File: config.mk
export PLATFORM = sky130hd
export DESIGN_NAME = keypad_scan_ctrl_flat
export DESIGN_NICKNAME = d
export VERILOG_FILES = /design/src/rtl/keypad_scan_ctrl_if.sv /design/src/rtl/keypad_scan_ctrl.sv /design/src/flat_wrapper.sv
export SDC_FILE = /design/constraint.sdc
export NUM_CORES = 1
export LEC_CHECK = 0
export CAP_MARGIN = 20
export CORE_MARGIN = 1.5
export CORE_UTILIZATION = 41
export DETAILED_ROUTE_END_ITERATION = 7
export PLACE_DENSITY = 0.7
export SYNTH_ARGS = -nofsm -noshare
export SYNTH_HDL_FRONTEND = slang
export SYNTH_SLANG_ARGS = --single-unit
File: constraint.sdc
create_clock -name clk -period 2.1 [get_ports clk]
set_input_delay 0.21 -clock clk [delete_from_list [all_inputs] [get_ports clk]]
set_output_delay 0.21 -clock clk [all_outputs]
set_load 0.02 [all_outputs]
File: src/rtl/keypad_scan_ctrl_if.sv
// rtl/keypad_scan_ctrl_if.sv - keypad matrix pins and key report bundle
interface keypad_scan_ctrl_if;
    logic [3:0] col;
    logic [3:0] row;
    logic [3:0] key_code;
    logic       key_valid;
    logic       key_held;

    modport master (
        input  col,
        output row,
        output key_code,
        output key_valid,
        output key_held
    );

    modport slave (
        output col,
        input  row,
        input  key_code,
        input  key_valid,
        input  key_held
    );
endinterface

File: src/rtl/keypad_scan_ctrl.sv
// rtl/keypad_scan_ctrl.sv - 4x4 keypad row scanner with press/release debounce
module keypad_scan_ctrl #(
    parameter int TICK_DIV       = 1000000,
    parameter int DEBOUNCE_SCANS = 2
) (
    input  logic                       clk,
    input  logic                       rst,
    keypad_scan_ctrl_if.master         kp
);

    localparam int TW = $clog2(TICK_DIV);
    localparam int CW = (DEBOUNCE_SCANS < 2) ? 1 : $clog2(DEBOUNCE_SCANS + 1);

    typedef enum logic [1:0] {
        SCAN     = 2'd0,
        DEBOUNCE = 2'd1,
        HELD     = 2'd2
    } state_t;

    state_t         state, state_n;
    logic [3:0]     col_q1, col_s;
    logic [TW-1:0]  tick_cnt;
    logic           tick;
    logic [1:0]     row_idx, row_idx_n;
    logic [3:0]     pat, pat_n;
    logic [1:0]     col_idx, col_idx_n;
    logic [CW-1:0]  deb_cnt, deb_cnt_n, deb_inc;
    logic [CW-1:0]  rel_cnt, rel_cnt_n, rel_inc;
    logic [3:0]     key_code, key_code_n;
    logic           key_valid, key_valid_n;
    logic           key_held, key_held_n;
    logic [1:0]     low_idx;

    // Lowest-index low column wins when several keys share the driven row.
    function automatic logic [1:0] lowest_low(input logic [3:0] c);
        if (!c[0])      return 2'd0;
        else if (!c[1]) return 2'd1;
        else if (!c[2]) return 2'd2;
        else            return 2'd3;
    endfunction

    always_ff @(posedge clk or negedge rst) begin
        if (!rst) begin
            col_q1 <= 4'hF;
            col_s  <= 4'hF;
        end else begin
            col_q1 <= kp.col;
            col_s  <= col_q1;
        end
    end

    assign tick = (tick_cnt == TW'(TICK_DIV - 1));

    always_ff @(posedge clk or negedge rst) begin
        if (!rst) begin
            tick_cnt <= '0;
        end else if (tick) begin
            tick_cnt <= '0;
        end else begin
            tick_cnt <= tick_cnt + TW'(1);
        end
    end

    always_ff @(posedge clk or negedge rst) begin
        if (!rst) begin
            state     <= SCAN;
            row_idx   <= 2'd0;
            pat       <= 4'hF;
            col_idx   <= 2'd0;
            deb_cnt   <= '0;
            rel_cnt   <= '0;
            key_code  <= 4'd0;
            key_valid <= 1'b0;
            key_held  <= 1'b0;
        end else begin
            state     <= state_n;
            row_idx   <= row_idx_n;
            pat       <= pat_n;
            col_idx   <= col_idx_n;
            deb_cnt   <= deb_cnt_n;
            rel_cnt   <= rel_cnt_n;
            key_code  <= key_code_n;
            key_valid <= key_valid_n;
            key_held  <= key_held_n;
        end
    end

    assign low_idx = lowest_low(col_s);
    assign deb_inc = deb_cnt + CW'(1);
    assign rel_inc = rel_cnt + CW'(1);

    // Decisions are taken only on tick cycles; key_valid falls on the next
    // cycle because tick cannot repeat back to back.
    always_comb begin
        state_n     = state;
        row_idx_n   = row_idx;
        pat_n       = pat;
        col_idx_n   = col_idx;
        deb_cnt_n   = deb_cnt;
        rel_cnt_n   = rel_cnt;
        key_code_n  = key_code;
        key_valid_n = 1'b0;
        key_held_n  = key_held;

        if (tick) begin
            case (state)
                SCAN: begin
                    if (col_s == 4'hF) begin
                        row_idx_n = row_idx + 2'd1;
                    end else begin
                        pat_n     = col_s;
                        col_idx_n = low_idx;
                        deb_cnt_n = CW'(1);
                        if (DEBOUNCE_SCANS == 1) begin
                            key_code_n  = {row_idx, low_idx};
                            key_valid_n = 1'b1;
                            key_held_n  = 1'b1;
                            rel_cnt_n   = '0;
                            state_n     = HELD;
                        end else begin
                            state_n = DEBOUNCE;
                        end
                    end
                end

                DEBOUNCE: begin
                    if (col_s == pat) begin
                        deb_cnt_n = deb_inc;
                        if (deb_inc == CW'(DEBOUNCE_SCANS)) begin
                            key_code_n  = {row_idx, col_idx};
                            key_valid_n = 1'b1;
                            key_held_n  = 1'b1;
                            rel_cnt_n   = '0;
                            state_n     = HELD;
                        end
                    end else begin
                        state_n   = SCAN;
                        row_idx_n = row_idx + 2'd1;
                    end
                end

                HELD: begin
                    // Pattern changes within the held row are deliberately ignored.
                    if (col_s == 4'hF) begin
                        rel_cnt_n = rel_inc;
                        if (rel_inc == CW'(DEBOUNCE_SCANS)) begin
                            key_held_n = 1'b0;
                            state_n    = SCAN;
                            row_idx_n  = row_idx + 2'd1;
                        end
                    end else begin
                        rel_cnt_n = '0;
                    end
                end

                default: begin
                    state_n = SCAN;
                end
            endcase
        end
    end

    assign kp.row       = ~(4'b0001 << row_idx);
    assign kp.key_code  = key_code;
    assign kp.key_valid = key_valid;
    assign kp.key_held  = key_held;

endmodule
File: src/flat_wrapper.sv
// flat-port wrapper written by rule: the top's interface ports become plain ports
module keypad_scan_ctrl_flat 
#(
    parameter int TICK_DIV       = 1000000,
    parameter int DEBOUNCE_SCANS = 2
)
  (clk, rst, kp_col, kp_row, kp_key_code, kp_key_valid, kp_key_held);
  keypad_scan_ctrl_if kp_i ();
  input  logic clk;
  input  logic rst;
  input wire logic [$bits(kp_i.col)-1:0] kp_col;
  output wire logic [$bits(kp_i.row)-1:0] kp_row;
  output wire logic [$bits(kp_i.key_code)-1:0] kp_key_code;
  output wire logic [$bits(kp_i.key_valid)-1:0] kp_key_valid;
  output wire logic [$bits(kp_i.key_held)-1:0] kp_key_held;
  assign kp_i.col = kp_col;
  assign kp_row = kp_i.row;
  assign kp_key_code = kp_i.key_code;
  assign kp_key_valid = kp_i.key_valid;
  assign kp_key_held = kp_i.key_held;
  keypad_scan_ctrl #(.TICK_DIV(TICK_DIV), .DEBOUNCE_SCANS(DEBOUNCE_SCANS)) u_core (.clk(clk), .rst(rst), .kp(kp_i));
endmodule
* Word-level counts from Yosys, hierarchy flattened *
Index checks and enable logic that the tools add are counted.
W data, S select, Z words.

word-level totals
  output and inout port bits = 10
  register bits after elaboration = 48
  logic and storage cells = 75

operators by class
  shift-type cells = 1
  add/sub/neg operators = 4
  reduce and logical (&&, ||, !) cells = 11
  equal/unequal tests = 15
  bitwise operators = 2
  multiplexer cells = 30

operators with widths
  kind                     count
  $mux W2                  15
  $add A20 B1 Y20 const B  1
  $eq A20 B20 Y1 const B   1
  $mux W20                 1
  $pmux W2 S3              2
  $reduce_and A4 Y1        3
  $reduce_and A6 Y1        2
  $ne A2 B1 Y1 const B     5
  $mux W1                  9
  $pmux W2 S2              2
  $add A2 B1 Y2 const B    3
  $eq A2 B2 Y1 const B     3
  $reduce_and A5 Y1        1
  $eq A4 B4 Y1             1
  $eq A4 B4 Y1 const B     1
  $ne A2 B2 Y1 const B     2
  $not A4 Y4               1
  $reduce_bool A2 Y1       2
  $shl A1 B2 Y4 const A    1
  $ne A3 B3 Y1 const B     1
  $reduce_and A3 Y1        1
  $reduce_bool A3 Y1       1
  $eq A2 B1 Y1 const B     1
  $logic_not A2 Y1         1
  other kinds (2)          2

* Depth between registers and ports, before layout *
  depth in word-level cells = 6
  depth in mapped cells = 6

* Worst setup path before layout *
Ideal clock, no wire load.

  path kind = reg2reg
  start point = reg u_core.tick_cnt[7]
  end point = reg u_core.row_idx[1]
  period minus slack after synthesis = 1966 ps
  arrival time = 1841 ps
  path slack = 134 ps
  stages on the path, launching flop included = 5
  path through = dfrtp_1 > or4b_4 > nor3_4 > and4_2 > mux2_2

on the way
  cells in the longest elaborated chain, start to end = 2

ends and longest elaborated chain
  item                         RTL line                text
  from (decl)                  keypad_scan_ctrl.sv:22  logic [TW-1:0] tick_cnt;
  from (signal assigned)       keypad_scan_ctrl.sv:60  tick_cnt <= tick_cnt + TW'(1);
  $eq A20 B20 Y1               keypad_scan_ctrl.sv:52  assign tick = (tick_cnt == TW'(TICK_DIV - 1));
  $reduce_and A6 Y1 (no line)  --
  to (signal assigned)         keypad_scan_ctrl.sv:77  row_idx <= row_idx_n;
  to (decl)                    keypad_scan_ctrl.sv:24  logic [1:0] row_idx, row_idx_n;

Every way passes these cells.
A chain may end at the register's enable or synchronous reset.

* Worst setup path after layout *
  start point = reg u_core.tick_cnt[16]
  end point = reg u_core.pat[1]

on the way
  cells in the longest elaborated chain, start to end = 2

ends and longest elaborated chain
  item                         RTL line                text
  $eq A20 B20 Y1               keypad_scan_ctrl.sv:52
  $reduce_and A3 Y1 (no line)  --
  to (signal assigned)         keypad_scan_ctrl.sv:78  pat <= pat_n;
  to (decl)                    keypad_scan_ctrl.sv:25  logic [3:0] pat, pat_n;

Every way passes these cells.

==> results.json <==
{
  "cp_data_arrival_time_ns": 2.23,
  "grt_max_degree": 49,
  "grt_use_total_pct": 13.20,
  "status": "finished with violations",
  "place_congestion": 0.8154,
  "io_buffers": 15,
  "cts_buffers": 5,
  "grt_pass1_wl_mm": 6.244,
  "fp-row-count": 26,
  "tns_ns": 0,
  "rr_endpoint": "u_core.pat[1]$_DFFE_PN1P_",
  "startpoint_type": "register",
  "slew_violations": 0,
  "worst_clock_skew_ns": 0.006015,
  "n_fill_cell": 497,
  "insertion_delay_ns": 0.30,
  "place_hpwl_mm": 2.570,
  "die-area_um2": 5953,
  "syn_inst": 194,
  "synthXorXnorAreaFrac_pct": 8.935,
  "clockBufferDepth": 2,
  "endpoint_kind": "register",
  "final_common_cell": "dfrtp_1",
  "diodes": 0,
  "path_class": "reg2reg",
  "powerDensity_nw_per_um2": 578.8,
  "antenna_found_initial": 0,
  "cts_sinks": 48,
  "first_pass_iters": 4,
  "die_y_um": 77.16,
  "leakagePower_nw": 1.222,
  "overflow": 0,
  "final_cells": 295,
  "worst_pin_slew_ns": 0.5663,
  "min_period_ns": 1.995,
  "syn-num-nets": 211,
  "rsz0062_at_grt": "false",
  "clkTransAtPathRegs_ns": 0.09,
  "dp.cells": 287,
  "holdBufCountCts": 0,
  "dr.first_iter.drc_count": 63,
  "detail-route-antenna-nets": 0,
  "final_cell_mix": "dfrtp_1 (36), nand2_1 (15), xor2_1 (15), nor2_1 (15)",
  "setup_viol": 0,
  "syn_avg_cell_area_um2": 11.62,
  "wl_per_cell_um": 12.11,
  "io-pin-count": 16,
  "ys_types": 36,
  "final_core_util_pct": 50.87,
  "max_cap_viol_count": 0,
  "syn_area_um2": 2255,
  "crit_required_ns": 2.33,
  "path_max_fanout": 6,
  "ys_ff_latch": 48,
  "cts_htree_levels": 2,
  "via_count": 1461,
  "cpMaxStageDelayCell": "or4b_4",
  "violations": "hold timing",
  "final_layout_size_suffix_gt1_share_pct": 21.33,
  "peakVddDrop_mv": 0.4992,
  "fin_crit_sh_pct": 95.02,
  "synth_fa_ha_area_share_pct": 6.104,
  "slew_headroom_pct": 62.25,
  "post-route-drc-count": 0,
  "regToRegSetupSlack_ns": 0.10,
  "drt-total-wl_mm": 3.572,
  "layout_setup_ws_ns": 0.1047,
  "fin_nets": 241,
  "min_path_type": "in2async",
  "crit_chain": "nand2_1 > or4b_4 > nor3_4 > buf_4 > nand3_2 > mux2_2",
  "cts-root-buf": "clkbuf_8",
  "areaGrowthSynthToFinish_pct": 17.43,
  "ff2ff_path_depth": 6,
  "core_um2": 5205,
  "cts_resized": 0,
  "cp_slowest_stage_delay_ns": 0.57,
  "synth_compound_area_share_pct": 4.495,
  "synth_top_family_by_area": "simple AND/OR/NAND/NOR gates",
  "max_freq_mhz": 501.2,
  "die_x_um": 77.16,
  "first_global_vias": 1440,
  "via_per_inst": 4.953,
  "reg2reg_from": "u_core.tick_cnt[16]$_DFF_PN0_",
  "yosysWarnings": 0,
  "synthMuxAreaShare_pct": 6.382,
  "place_ws_ns": 0.1258,
  "yosysSeqAreaShare_pct": 53.94,
  "timing_hold_violations_final": 36,
  "whs_ns": -0.01493,
  "post_cts_buffers": 0,
  "cts_tree": "done",
  "initial_core_util_pct": 43.32,
  "synth_simple_gate_area_share_pct": 17.65
}
-- worst max-delay path, delay by kind of cell, from the launching register on --
family                 cells  cell delay [ns]
and+or+nand+nor            4             1.05
DFF                        1             0.40
buffers and inverters      1             0.16
muxes                      1             0.32
-- logic make-up after synthesis --
group	count (synthesis)
and+or+nand+nor	71
buffers and inverters	15
xor gates and xnor gates	23
AOI/OAI and AO/OA	13
DFF	48
muxes	13
adders and majority gates	11
-- registers in the layout (all words and copies together), names as in the netlist, 4 cells and up --
name	cells
u_core.col_s	4
u_core.col_q1	4
u_core.kp.key_code	4
u_core.tick_cnt	20
u_core.pat	4
-- metrics by stage --
stage / total power, mW / instance area [um2]
global route: 1.588 / 2648
CTS: 1.553 / 2641
global placement: 0.9972 / 2551
floorplan: 0.9668 / 2255
finish: 1.532 / 2648
detailed placement: 0.9982 / 2551
-- routing by layer --
metal	track usage, %	routed length (um)	up-vias
li1	-	-	732
met1	16.41	1724	704
met2	21.84	1683	19
met3	2.857	90	6
met4	6.000	73	0
met5	0	0	-
-- Yosys cell counts --
library cell / number / area (um2)
nor4_1: 3 / 18.77
nor2b_1: 1 / 6.260
or4b_4: 1 / 13.76
o211a_1: 2 / 20.02
mux2_2: 11 / 123.9
nor4b_1: 1 / 8.760
xnor2_1: 8 / 70.07
a21oi_1: 1 / 5.000
nor3_4: 2 / 32.53
dfstp_2: 12 / 315.3
a2111oi_2: 1 / 15.01
and4_2: 1 / 10.01
a31oi_1: 2 / 12.51
o211ai_1: 1 / 7.510
o22ai_1: 1 / 6.260
nor4bb_1: 1 / 10.01
nand3_2: 1 / 10.01
nand2_1: 15 / 56.30
nand3_1: 12 / 60.06
mux2i_1: 2 / 20.02
o21ai_0: 2 / 10.01
nand3b_1: 3 / 22.52
xor2_1: 15 / 131.4
inv_1: 14 / 52.55
and4_1: 1 / 8.760
o221ai_1: 1 / 8.760
nor2_1: 15 / 56.30
nor3_1: 3 / 15.01
ha_1: 11 / 137.6
a2bb2oi_1: 1 / 8.760
clkbuf_1: 1 / 3.750
and3_1: 4 / 25.02
dfrtp_1: 36 / 900.9
nand4_1: 5 / 31.28
and2_1: 2 / 12.51
a21boi_0: 1 / 7.510
-- where the power goes --
| part | leakage (nW) | internal [mW] | switching [mW] |
|---|---|---|---|
| Clock | 0.0490 | 0.238 | 0.314 |
| Combinational | 0.559 | 0.0124 | 0.0228 |
| Sequential | 0.614 | 0.938 | 0.00660 |
| Total | 1.22 | 1.19 | 0.344 |
-- worst max path at each step --
stage,start,endpoint,cells after the start
global placement,u_core.tick_cnt[16]$_DFF_PN0_,u_core.row_idx[1]$_DFFE_PN0P_,5
finish,u_core.tick_cnt[16]$_DFF_PN0_,u_core.pat[1]$_DFFE_PN1P_,6
global route,u_core.col_s[1]$_DFF_PN1_,u_core.kp.key_code[3]$_DFFE_PN0P_,6
floorplan,u_core.tick_cnt[7]$_DFF_PN0_,u_core.row_idx[1]$_DFFE_PN0P_,4
CTS,u_core.tick_cnt[16]$_DFF_PN0_,u_core.row_idx[1]$_DFFE_PN0P_,5
detailed placement,u_core.tick_cnt[16]$_DFF_PN0_,u_core.row_idx[1]$_DFFE_PN0P_,5
-- area by class of cell --
cell class	instances	area [um2]	share of cell area [%]
clock buffer	5	68.82	2.599
clock inverter	3	21.27	0.8034
inverter	14	52.55	1.985
multi-input combinational	131	988.4	37.33
sequential	48	1216	45.94
tap	70	87.58	3.308
timing repair buffer	24	212.7	8.034
Power figures use the tool's default switching activity.
